**config.mk**
```make
export PLATFORM = sky130hd
export DESIGN_NAME = dma_fmi_loader
export DESIGN_NICKNAME = d
export VERILOG_FILES = /design/src/rtl/dma_fmi_loader.sv
export SDC_FILE = /design/constraint.sdc
export NUM_CORES = 1
export LEC_CHECK = 0
export BUFFER_PORTS_ARGS = -buffer_cell sky130_fd_sc_hd__buf_4
export CORE_ASPECT_RATIO = 1.25
export CORE_MARGIN = 8
export CORE_UTILIZATION = 35
export CTS_CLUSTER_DIAMETER = 120
export CTS_CLUSTER_SIZE = 16
export DETAILED_ROUTE_END_ITERATION = 6
export HOLD_SLACK_MARGIN = 0.03
export PLACE_DENSITY = 0.52
export SYNTH_ARGS = -nofsm -noshare
export SYNTH_HDL_FRONTEND = slang
export SYNTH_SLANG_ARGS = --single-unit
```
**constraint.sdc**
```tcl
create_clock -name clk -period 4.5 [get_ports clk]
set_input_delay 1.35 -clock clk [delete_from_list [all_inputs] [get_ports clk]]
set_output_delay 1.35 -clock clk [all_outputs]
set_load 0.1 [all_outputs]
```
**src/rtl/dma_fmi_loader.sv**
```systemverilog
// Input-side DMA: fetches one Tix x Tiy x Tif feature-map tile row by row
// into the FMI RAM, zero-filling rows that lie below the feature map.
//
// Ports:
//   clk, rst           clock, synchronous active-high reset
//   start              one-cycle launch pulse, honoured only when idle
//   base_addr          word address of tile element (f=0,y=0,x=0)
//   row_stride         word distance between consecutive rows
//   ch_stride          word distance between consecutive feature planes
//   fm_h, tile_y0      feature-map height, first tile row index
//   busy, done         load in progress / one-cycle completion pulse
//   mem_req/ready      burst read request handshake
//   mem_addr, mem_len  burst start address and length (Tix)
//   mem_rvalid/rdata   read data beats
//   ram_we/addr/wdata  registered FMI RAM write port

package dma_pkg;
  localparam int Tix = 4;
  localparam int Tiy = 4;
  localparam int Tif = 8;
  localparam int FMI_N_ELEM = Tix * Tiy * Tif;
  localparam int FMI_ADDR_W = $clog2(FMI_N_ELEM);
endpackage

module dma_fmi_loader
  import dma_pkg::*;
#(
  parameter int DATA_W     = 8,
  parameter int EXT_ADDR_W = 32,
  parameter int DIM_W      = 10
) (
  input  logic                  clk,
  input  logic                  rst,
  input  logic                  start,
  input  logic [EXT_ADDR_W-1:0] base_addr,
  input  logic [EXT_ADDR_W-1:0] row_stride,
  input  logic [EXT_ADDR_W-1:0] ch_stride,
  input  logic [DIM_W-1:0]      fm_h,
  input  logic [DIM_W-1:0]      tile_y0,
  output logic                  busy,
  output logic                  done,
  output logic                  mem_req,
  input  logic                  mem_ready,
  output logic [EXT_ADDR_W-1:0] mem_addr,
  output logic [7:0]            mem_len,
  input  logic                  mem_rvalid,
  input  logic [DATA_W-1:0]     mem_rdata,
  output logic                  ram_we,
  output logic [FMI_ADDR_W-1:0] ram_addr,
  output logic [DATA_W-1:0]     ram_wdata
);

  localparam int XW = (Tix > 1) ? $clog2(Tix) : 1;
  localparam int YW = (Tiy > 1) ? $clog2(Tiy) : 1;
  localparam int FW = (Tif > 1) ? $clog2(Tif) : 1;
  localparam int EW = DIM_W + 1;

  typedef enum logic [2:0] {
    S_IDLE,
    S_CHK,
    S_REQ,
    S_DATA,
    S_PAD,
    S_NEXT,
    S_DONE
  } state_t;

  state_t state, state_n;

  logic [EXT_ADDR_W-1:0] row_addr;
  logic [EXT_ADDR_W-1:0] plane_addr;
  logic [EXT_ADDR_W-1:0] rs_q;
  logic [EXT_ADDR_W-1:0] cs_q;
  logic [DIM_W-1:0]      fmh_q;
  logic [DIM_W-1:0]      y0_q;
  logic [XW-1:0]         x;
  logic [YW-1:0]         y;
  logic [FW-1:0]         f;
  logic [FMI_ADDR_W-1:0] wr_ptr;

  logic x_last;
  logic y_last;
  logic f_last;
  logic row_in;
  logic beat;
  logic pad;

  assign x_last = (x == XW'(Tix - 1));
  assign y_last = (y == YW'(Tiy - 1));
  assign f_last = (f == FW'(Tif - 1));

  // One extra bit so tile_y0 + y cannot wrap past fm_h.
  assign row_in = ({1'b0, y0_q} + EW'(y)) < {1'b0, fmh_q};

  assign beat = (state == S_DATA) && mem_rvalid;
  assign pad  = (state == S_PAD);

  assign mem_addr = row_addr;
  assign mem_len  = 8'(Tix);

  always_ff @(posedge clk) begin
    if (rst) state <= S_IDLE;
    else     state <= state_n;
  end

  always_comb begin
    state_n = state;
    busy    = 1'b0;
    done    = 1'b0;
    mem_req = 1'b0;
    unique case (state)
      S_IDLE: begin
        if (start) state_n = S_CHK;
      end
      S_CHK: begin
        busy    = 1'b1;
        state_n = row_in ? S_REQ : S_PAD;
      end
      S_REQ: begin
        busy    = 1'b1;
        mem_req = 1'b1;
        if (mem_ready) state_n = S_DATA;
      end
      S_DATA: begin
        busy = 1'b1;
        if (beat && x_last) state_n = S_NEXT;
      end
      S_PAD: begin
        busy = 1'b1;
        if (x_last) state_n = S_NEXT;
      end
      S_NEXT: begin
        busy    = 1'b1;
        state_n = (f_last && y_last) ? S_DONE : S_CHK;
      end
      S_DONE: begin
        done    = 1'b1;
        state_n = S_IDLE;
      end
      default: state_n = S_IDLE;
    endcase
  end

  always_ff @(posedge clk) begin
    if (rst) begin
      row_addr   <= '0;
      plane_addr <= '0;
      rs_q       <= '0;
      cs_q       <= '0;
      fmh_q      <= '0;
      y0_q       <= '0;
      x          <= '0;
      y          <= '0;
      f          <= '0;
      wr_ptr     <= '0;
      ram_we     <= 1'b0;
      ram_addr   <= '0;
      ram_wdata  <= '0;
    end else begin
      ram_we <= beat || pad;
      if (beat || pad) begin
        ram_addr  <= wr_ptr;
        ram_wdata <= pad ? '0 : mem_rdata;
        wr_ptr    <= wr_ptr + 1'b1;
        x         <= x_last ? '0 : x + 1'b1;
      end
      if (state == S_IDLE && start) begin
        row_addr   <= base_addr;
        plane_addr <= base_addr;
        rs_q       <= row_stride;
        cs_q       <= ch_stride;
        fmh_q      <= fm_h;
        y0_q       <= tile_y0;
        x          <= '0;
        y          <= '0;
        f          <= '0;
        wr_ptr     <= '0;
      end
      if (state == S_NEXT) begin
        if (y_last) begin
          // Plane boundary: rebase from the plane start, not the last row.
          y          <= '0;
          f          <= f + 1'b1;
          plane_addr <= plane_addr + cs_q;
          row_addr   <= plane_addr + cs_q;
        end else begin
          y        <= y + 1'b1;
          row_addr <= row_addr + rs_q;
        end
      end
    end
  end

endmodule

```
==> results_dict.tcl, run 1 <==
set metrics [dict create \
    synthSimpleGateAreaFrac_pct 20.3 \
    startpoint_type "flop" \
    synth_area_per_cell_um2 7.63 \
    status "complete, no violations" \
    final_area_mm2 0.0131 \
    worstMarginPinSlew_ps 1010 \
    final_cells 1973 \
    end_kind "primary output" \
    grt-ovfl-total 0 \
    cts.sink_count 181 \
    min_from "ram_addr[2]$_SDFFE_PP0P_" \
    critPathArrivalTime_ps 1780 \
    setup_violations 0 \
    yosysSeqAreaShare_pct 33.2 \
    ios 188 \
    vias_per_cell 5.23 \
    drv_cap 0 \
    irDropWorstVdd_uv 222 \
    synth_top_family_by_area "compound AO/OA/AOI/OAI gates" \
    area_growth_pct 20.0 \
    multi_input_area_mm2 0.00685 \
    rsz0062_at_grt "no" \
    vias 10319 \
    ys_ff_latch 181 \
    antenna_found_initial 0 \
    cts-resized-gates 0 \
    grt_pass1_vias 10088 \
    muxShareOfSynthArea_pct 1.11 \
    synth.most_common_cell "nand2_1" \
    slew_viol_final 0 \
    hpwlAfterDp_um 26300 \
    slew_headroom_pct 32.4 \
    track_usage_pct 18.2 \
    timing.rr.end "mem_addr[28]$_SDFFE_PP0P_" \
    synthAdderAreaFrac_pct 9.49 \
    critical_path_class "reg2out" \
    hold_viol 0 \
    io_buffers 179 \
    rows 72 \
    place_inst 1941 \
    numCtsBuffers 17 \
    hold_depth 2 \
    seqCellArea_mm2 0.00362 \
    async_reset_ff_share_pct 0 \
    nNetsFinal 1763 \
    htree_num_levels 4 \
    cts_tree "built" \
    fmax_ghz 0.319 \
    drive_gt1_share_pct 16.0 \
    wl_um 34600 \
    reg2reg_from "mem_addr[0]$_SDFFE_PP0P_" \
    tns_ps 0 \
    slowest_stage "dfxtp_1" \
    synth_cell_type_count 72 \
    clockBufferDepth 2 \
    die_y_um 213 \
    hp-class "reg2reg" \
    die-area_mm2 0.0371 \
    r2r_slack_ps 1370 \
    cp.required_ps 3150 \
    n_fill_cell 3260 \
    initial_utilization_pct 35.4 \
    drc 0 \
    period_share_pct 69.6 \
    use_met1_pct 25.3 \
    hold_end "ram_addr[2]$_SDFFE_PP0P_" \
    first_pass_iters 5 \
    slowest_delay_ps 680 \
    cts-root-buf "clkbuf_16" \
    ctsHoldBuffers 0 \
    ys_top_cells_by_area "dfxtp_1 33%, nand2_1 11%, a21oi_1 9.1%, ha_1 8.9%, xnor2_1 3.0%" \
    crit_fanout 14 \
    global_route.peak_usage_layer "met2" \
    grt_pass1_wl_um 55100 \
    synth_top_cell_by_area "dfxtp_1" \
    avgRoutedWirePerCell_um 17.5 \
    cts_setup_buffers 0 \
    drt_iter0_drc 646 \
    diodes 0 \
    pwr_density_cell_mw_per_mm2 519 \
    synth_edf_count 0 \
    use_met3_pct 2.87 \
    clock_latency_ps 440 \
    fp.dieW_um 174 \
    fin_skew_ps 12.6 \
    ant_nets 0 \
    use_met2_pct 28.6 \
    clkTransAtPathRegs_ps 70 \
    syn_area_mm2 0.0109 \
    synth_xor_area_share_pct 5.46 \
    postPlaceCellArea_mm2 0.0125 \
    yosysWarnings 0 \
    cp_cell_sequence "nand2b_1 > nor2_1 > buf_4" \
    synthTopCellsByCount "328 x nand2_1, 198 x a21oi_1, 181 x dfxtp_1" \
    worst_slack_ps 1370 \
    place.gp.congestion 0.855 \
    netlist_instances 1431 \
    ys.flop_type "dfxtp_1" \
    r2r_cells 12 \
    synth_top_area_share_pct 33.2 \
    fin_crit_ps 3130 \
    grt_max_degree 62 \
    coreArea_mm2 0.0308 \
    post-place-ws_ps 1080 \
    synth_compound_area_share_pct 25.9 \
    p_leak_nw 5.56 \
]
## state kept, by name, indices dropped and copies added (netlist names), 3 cells and up
register / cells
ram_wdata: 8
cs_q: 32
f: 3
fmh_q: 10
mem_addr: 32
state: 3
y0_q: 10
rs_q: 32
plane_addr: 32
ram_addr: 7
wr_ptr: 7
## layout by cell type, fill, tap and decap left out, types with 9 or more instances in the layout
master,count
a211oi_1,17
a21o_1,34
a21oi_1,198
a221oi_1,11
a22oi_1,19
a31oi_1,25
and3_1,14
buf_4,193
clkbuf_16,17
dfxtp_1,181
ha_1,78
inv_1,22
mux2i_1,11
nand2_1,328
nand2b_1,19
nand3_1,26
nor2_1,84
nor2b_1,9
nor3_1,9
o211ai_1,10
o21a_1,16
o21ai_0,45
xnor2_1,38
xor2_1,30
## power breakdown
group          internal, mW  leakage [nW]  switching, mW
sequential             1.91          1.48          0.288
clock                 0.779         0.275          0.711
combinational         0.984          3.81           2.13
total                  3.67          5.56           3.13
## cell families (layout without fill, tap and decap cells)
logic type | count (synthesis) | count (layout)
xor+xnor | 68 | 68
buf+inv | 119 | 248
mux | 12 | 12
fa+ha+maj | 81 | 81
compound gates | 448 | 448
flops | 181 | 181
simple gates | 520 | 520
other cells | 2 | 8
## cell type report
cell class	count	area share [%]
Clock buffer	18	3.28
Sequential cell	181	27.7
Timing Repair Buffer	194	11.2
Tap cell	407	3.89
Clock inverter	14	1.04
Inverter	22	0.631
Multi-Input combinational cell	1137	52.3
## layer usage
| layer | part of all wire [%] | vias to the layer above |
|---|---|---|
| li1 | - | 5259 |
| met1 | 49 | 4772 |
| met2 | 45 | 254 |
| met3 | 4.1 | 34 |
| met4 | 1.9 | 0 |
| met5 | 0 | - |
## critical path: cells and delay by family (launching register included)
| kind | cells | cell delay (ps) |
|---|---|---|
| AND/OR/NAND/NOR | 2 | 350 |
| flip-flops | 1 | 680 |
| buffers and inverters | 1 | 310 |
## worst max path at each step
stage	start	end	slack (ps)	depth (start not counted)
after floorplan	state[2]$_SDFFE_PP0P_	busy	910	3
after global placement	start	plane_addr[1]$_SDFF_PP0_	1110	10
after detailed placement	start	plane_addr[1]$_SDFF_PP0_	1080	10
after CTS	state[1]$_SDFFE_PP0P_	done	1330	3
after global routing	plane_addr[0]$_SDFF_PP0_	mem_addr[30]$_SDFFE_PP0P_	1170	12
final	state[1]$_SDFFE_PP0P_	done	1370	3
## per-stage QoR
step	power [mW]	util, %	hold WS (ps)
final	6.79	42.5	452
after global routing	7.24	42.5	469
after CTS	6.84	42.5	455
after detailed placement	5.34	40.7	445
after global placement	5.32	40.7	443
after floorplan	4.49	-	436
No activity file was read; power rests on OpenSTA's default activity.
==> run 2, diff against run 1 <==
--- a/config.mk
+++ b/config.mk
@@ -13,7 +13,7 @@
 export CTS_CLUSTER_SIZE = 16
 export DETAILED_ROUTE_END_ITERATION = 6
 export HOLD_SLACK_MARGIN = 0.03
-export PLACE_DENSITY = 0.52
+export PLACE_DENSITY = 0.54
 export SYNTH_ARGS = -nofsm -noshare
 export SYNTH_HDL_FRONTEND = slang
 export SYNTH_SLANG_ARGS = --single-unit
==> constraint.sdc (replaced) <==
create_clock -name clk -period 2.6 [get_ports clk]
set_input_delay 0.78 -clock clk [delete_from_list [all_inputs] [get_ports clk]]
set_output_delay 0.78 -clock clk [all_outputs]
set_load 0.1 [all_outputs]
==> results_dict.tcl, run 2 (same netlist as run 1, synthesis figures left out) <==
set metrics [dict create \
    die-area_mm2 0.0371 \
    vias_per_cell 5.16 \
    rsz0062_at_grt "yes" \
    cp.required_ps 2930 \
    numCtsBuffers 17 \
    worstMarginPinSlew_ps 662 \
    slew_headroom_pct 55.7 \
    coreArea_mm2 0.0308 \
    hp-class "reg2reg" \
    layout_commonest_cell "nand2_1" \
    clock_latency_ps 440 \
    drv_cap 0 \
    critical_path_class "reg2reg" \
    startpoint_type "flop" \
    pwr_density_cell_mw_per_mm2 873 \
    initial_utilization_pct 35.4 \
    drc 0 \
    area_growth_pct 35.1 \
    hpwlAfterDp_um 27700 \
    track_usage_pct 18.8 \
    grt-ovfl-total 0 \
    final_area_mm2 0.0147 \
    nNetsFinal 1888 \
    setup_violations 3 \
    cp_cell_sequence "ha_4 > o211ai_1 > a21oi_4 > o21a_4 > o41ai_4 > o31ai_4 > a221oi_2 > mux2i_1 > o21ai_1 > a32o_1" \
    first_pass_iters 5 \
    fin_crit_ps 2680 \
    slowest_stage "dfxtp_4" \
    post-place-ws_ps -285 \
    postPlaceCellArea_mm2 0.0135 \
    diodes 0 \
    drt_iter0_drc 578 \
    cts.sink_count 181 \
    place.gp.congestion 0.908 \
    irDropWorstVdd_uv 451 \
    drive_gt1_share_pct 28.7 \
    cts_tree "built" \
    ios 188 \
    htree_num_levels 4 \
    die_y_um 213 \
    clockBufferDepth 2 \
    io_buffers 179 \
    period_share_pct 103 \
    fp.dieW_um 174 \
    avgRoutedWirePerCell_um 17.1 \
    fmax_ghz 0.373 \
    end_kind "flop" \
    wl_um 35900 \
    rows 72 \
    worst_slack_ps -80.6 \
    antenna_found_initial 0 \
    status "finished, violations left" \
    cts-root-buf "clkbuf_16" \
    p_leak_nw 6.32 \
    crit_fanout 3 \
    slowest_delay_ps 350 \
    final_cells 2098 \
    grt_max_degree 60 \
    hold_viol 0 \
    ant_nets 0 \
    vias 10822 \
    fin_skew_ps 12.8 \
    violations "negative setup slack" \
    grt_pass1_vias 10683 \
    clkTransAtPathRegs_ps 70 \
    whs_ps 452 \
    grt_pass1_wl_um 56700 \
    place_inst 2053 \
    critPathArrivalTime_ps 3010 \
    slew_viol_final 0 \
    final_cell_mix "328 x nand2_1, 311 x buf_4, 188 x a21oi_1, 148 x dfxtp_1, 80 x nor2_1" \
]
[run 2: cell type report]
| type | instances | area (um^2) |
|---|---|---|
| clock inverter | 12 | 146 |
| clock buffer | 20 | 457 |
| tap | 407 | 509 |
| timing repair buffer | 319 | 2470 |
| inverter | 22 | 82.6 |
| fill | 3098 | 16100 |
| sequential | 181 | 3700 |
| multi-input combinational | 1137 | 7380 |
[run 2: critical path: cells and delay by family, from the launching register on]
kind            cells  cell delay (ps)
fa+ha+maj           1              240
compound gates      8             1770
mux                 1              230
flops               1              350
[run 2: final timing paths]
check                           start                         to  slack [ps]  cells after the start
max          mem_addr[3]$_SDFFE_PP0P_  mem_addr[30]$_SDFFE_PP0P_         -80                     10
max reg2reg  mem_addr[3]$_SDFFE_PP0P_  mem_addr[30]$_SDFFE_PP0P_         -80                     10
min reg2reg  ram_addr[2]$_SDFFE_PP0P_   ram_addr[2]$_SDFFE_PP0P_         450                      2
min          ram_addr[2]$_SDFFE_PP0P_   ram_addr[2]$_SDFFE_PP0P_         450                      2
[run 2: what timing repair did]
action,4_1_cts,5_1_grt
hold buffers,0,0
hold endpoints to repair,0,0
pin swaps,26,37
setup buffers,6,8
setup endpoints to repair,26,31
gates cloned,0,0
resized for setup,36,69
[run 2: report_power, final]
| group | switching [mW] | internal, mW |
|---|---|---|
| clock | 1.19 | 1.49 |
| sequential | 0.479 | 3.34 |
| combinational | 4.01 | 2.37 |
| total | 5.67 | 7.20 |
[run 2: metrics by stage]
| step | util [%] | total power [mW] | TNS [ps] |
|---|---|---|---|
| 3_3_place_gp | 43.9 | 9.87 | -1240 |
| 3_5_place_dp | 43.9 | 9.90 | -2100 |
| 2_1_floorplan | - | 7.84 | -557 |
| 5_1_grt | 47.9 | 13.7 | -929 |
| 4_1_cts | 46.6 | 12.7 | -351 |
| 6_report | 47.9 | 12.9 | -140 |
[run 2: metal layers]
layer / global-route usage, % / share of wire [%]
met1: 25.9 / 48
met2: 29.6 / 45
met3: 2.80 / 5.1
met4: 6.38 / 2.3
met5: 0 / 0
==> run 3, diff against run 2 <==
--- a/config.mk
+++ b/config.mk
@@ -5,6 +5,7 @@
 export SDC_FILE = /design/constraint.sdc
 export NUM_CORES = 1
 export LEC_CHECK = 0
+export ABC_AREA = 1
 export BUFFER_PORTS_ARGS = -buffer_cell sky130_fd_sc_hd__buf_4
 export CORE_ASPECT_RATIO = 1.25
 export CORE_MARGIN = 8
==> results_dict.tcl, run 3 <==
set metrics [dict create \
    fin_crit_ps 2510 \
    io_buffers 179 \
    grt-ovfl-total 0 \
    area_growth_pct 21.6 \
    cts_tree "built" \
    ys_ff_latch 181 \
    slew_headroom_pct 51.3 \
    drive_gt1_share_pct 12.8 \
    clkTransAtPathRegs_ps 70 \
    vias_per_cell 4.94 \
    drc 0 \
    fp.dieW_um 183 \
    die-area_mm2 0.0410 \
    fmax_ghz 0.398 \
    wl_um 43000 \
    place.gp.congestion 0.903 \
    critical_path_class "reg2out" \
    coreArea_mm2 0.0343 \
    rows 76 \
    htree_num_levels 4 \
    ios 188 \
    antenna_found_initial 0 \
    end_kind "primary output" \
    vias 12919 \
    hp-class "reg2reg" \
    netlist_instances 1982 \
    final_cell_mix "717 x nand2_1, 248 x inv_1, 205 x a21oi_1, 201 x buf_4, 177 x dfxtp_1" \
    drt_iter0_drc 736 \
    irDropWorstVdd_uv 875 \
    numCtsBuffers 17 \
    rsz0062_at_grt "yes" \
    hold_viol 0 \
    grt_pass1_wl_um 67400 \
    ys_top_cells_by_area "dfxtp_1 30%, nand2_1 22%, a21oi_1 8.6%, ha_1 8.0%, inv_1 7.7%" \
    p_leak_nw 7.40 \
    synth_edf_count 0 \
    die_y_um 224 \
    layout_commonest_cell "nand2_1" \
    first_pass_iters 5 \
    status "complete, no violations" \
    yosysWarnings 0 \
    cts-root-buf "clkbuf_16" \
    synth_area_per_cell_um2 6.13 \
    synthTopCellsByCount "721 x nand2_1, 248 x inv_1, 208 x a21oi_1" \
    crit_fanout 7 \
    p_total_mw 15.0 \
    slew_viol_final 0 \
    grt_max_degree 144 \
    yosysSeqAreaShare_pct 29.8 \
    setup_violations 0 \
    n_fill_cell 3744 \
    hpwlAfterDp_um 33700 \
    pwr_density_cell_mw_per_mm2 1010 \
    cts.sink_count 181 \
    initial_utilization_pct 35.4 \
    track_usage_pct 20.8 \
    grt_pass1_vias 12790 \
    ant_nets 0 \
    syn_area_mm2 0.0122 \
    synth_top_area_share_pct 29.8 \
    final_cells 2616 \
    clock_latency_ps 450 \
    synth_cell_type_count 40 \
    avgRoutedWirePerCell_um 16.4 \
    async_reset_ff_share_pct 0 \
    synth_top_cell_by_area "dfxtp_1" \
    critPathArrivalTime_ps 1730 \
    cp.required_ps 1820 \
    fin_skew_ps 13.3 \
    worstMarginPinSlew_ps 731 \
    clockBufferDepth 2 \
    nNetsFinal 2345 \
    diodes 0 \
    synth.most_common_cell "nand2_1" \
    ctsHoldBuffers 0 \
    final_area_mm2 0.0148 \
    startpoint_type "flop" \
    final_util_pct 43.1 \
    place_inst 2581 \
    ys.flop_type "dfxtp_1" \
    period_share_pct 96.5 \
    postPlaceCellArea_mm2 0.0140 \
    drv_cap 0 \
]
==> run 3: changes by cell type after synthesis, moves of 16 or more <==
cell | before | now
buf_2 | 9 | 26
clkbuf_1 | 77 | 39
nand2b_1 | 19 | 0
nand2_1 | 328 | 721
nor2_1 | 85 | 114
inv_1 | 22 | 248
a211oi_1 | 17 | 0
a22oi_1 | 19 | 0
o21a_1 | 16 | 0
xnor2_1 | 38 | 7
a21o_1 | 34 | 2
nand3_1 | 26 | 148
o21ai_0 | 45 | 64
==> run 3: what timing repair did <==
item                       4_1_cts  5_1_grt
gates resized for setup          0       20
hold endpoints to repair         0        0
buffers inserted                 0        3
setup endpoints to repair        0        8
==> run 3: final cells by class <==
| class | instances | area (um^2) | area share (%) |
|---|---|---|---|
| Clock buffer | 19 | 453 | 3.06 |
| Clock inverter | 13 | 215 | 1.46 |
| Inverter | 254 | 955 | 6.46 |
| Multi-Input combinational cell | 1474 | 7320 | 49.5 |
| Sequential cell | 181 | 3630 | 24.5 |
| Tap cell | 468 | 586 | 3.96 |
| Timing Repair Buffer | 207 | 1620 | 11.0 |
==> run 3: path summary, 6_finish.rpt <==
check / from / slack (ps) / to / cells after the start
max: state[2]$_SDFFE_PP0P_ / 90 / busy / 6
max reg2reg: y[0]$_SDFFE_PP0P_ / 140 / state[2]$_SDFFE_PP0P_ / 18
min: ram_wdata[4]$_SDFFE_PP0P_ / 470 / ram_wdata[4]$_SDFFE_PP0P_ / 2
min reg2reg: ram_wdata[4]$_SDFFE_PP0P_ / 470 / ram_wdata[4]$_SDFFE_PP0P_ / 2
==> run 3: stage by stage <==
stage                     hold slack (ps)  TNS (ps)  worst slack [ps]
after floorplan                       429      -344              -344
after global placement                448         0              56.5
after detailed placement              456         0              48.1
after CTS                             467         0              27.2
after global routing                  487      -142             -89.8
final                                 468         0              90.0
==> run 3: critical path: stages (launching register included) <==
cell     delay, ps
dfxtp_1        370
inv_2          200
nand3_1        190
nand2_1        140
inv_1           60
nand3_1         90
buf_6          230
==> run 3: kinds of logic after synthesis <==
group                    Yosys count  synth area share [%]
other                              2                0.0618
XOR/XNOR                          27                  1.94
AND/OR/NAND/NOR                 1028                  34.3
buffers and inverters            333                  10.9
AO/OA/AOI/OAI                    330                  14.5
flip-flops                       181                  29.8
adder cells (fa/ha/maj)           81                  8.52
==> run 3: report_power, final <==
part	switching (mW)	total (mW)	internal [mW]
combinational	5.62	7.82	2.20
clock	1.23	3.01	1.78
sequential	0.608	4.13	3.52
total	7.46	15.0	7.50
==> run 3: routing by layer <==
layer	up-vias	wire length (um)	track usage [%]
met5	-	0	0
met4	0	1880	10.1
met3	81	2200	3.92
met2	339	20800	36.7
met1	5867	18100	23.7
li1	6632	-	-
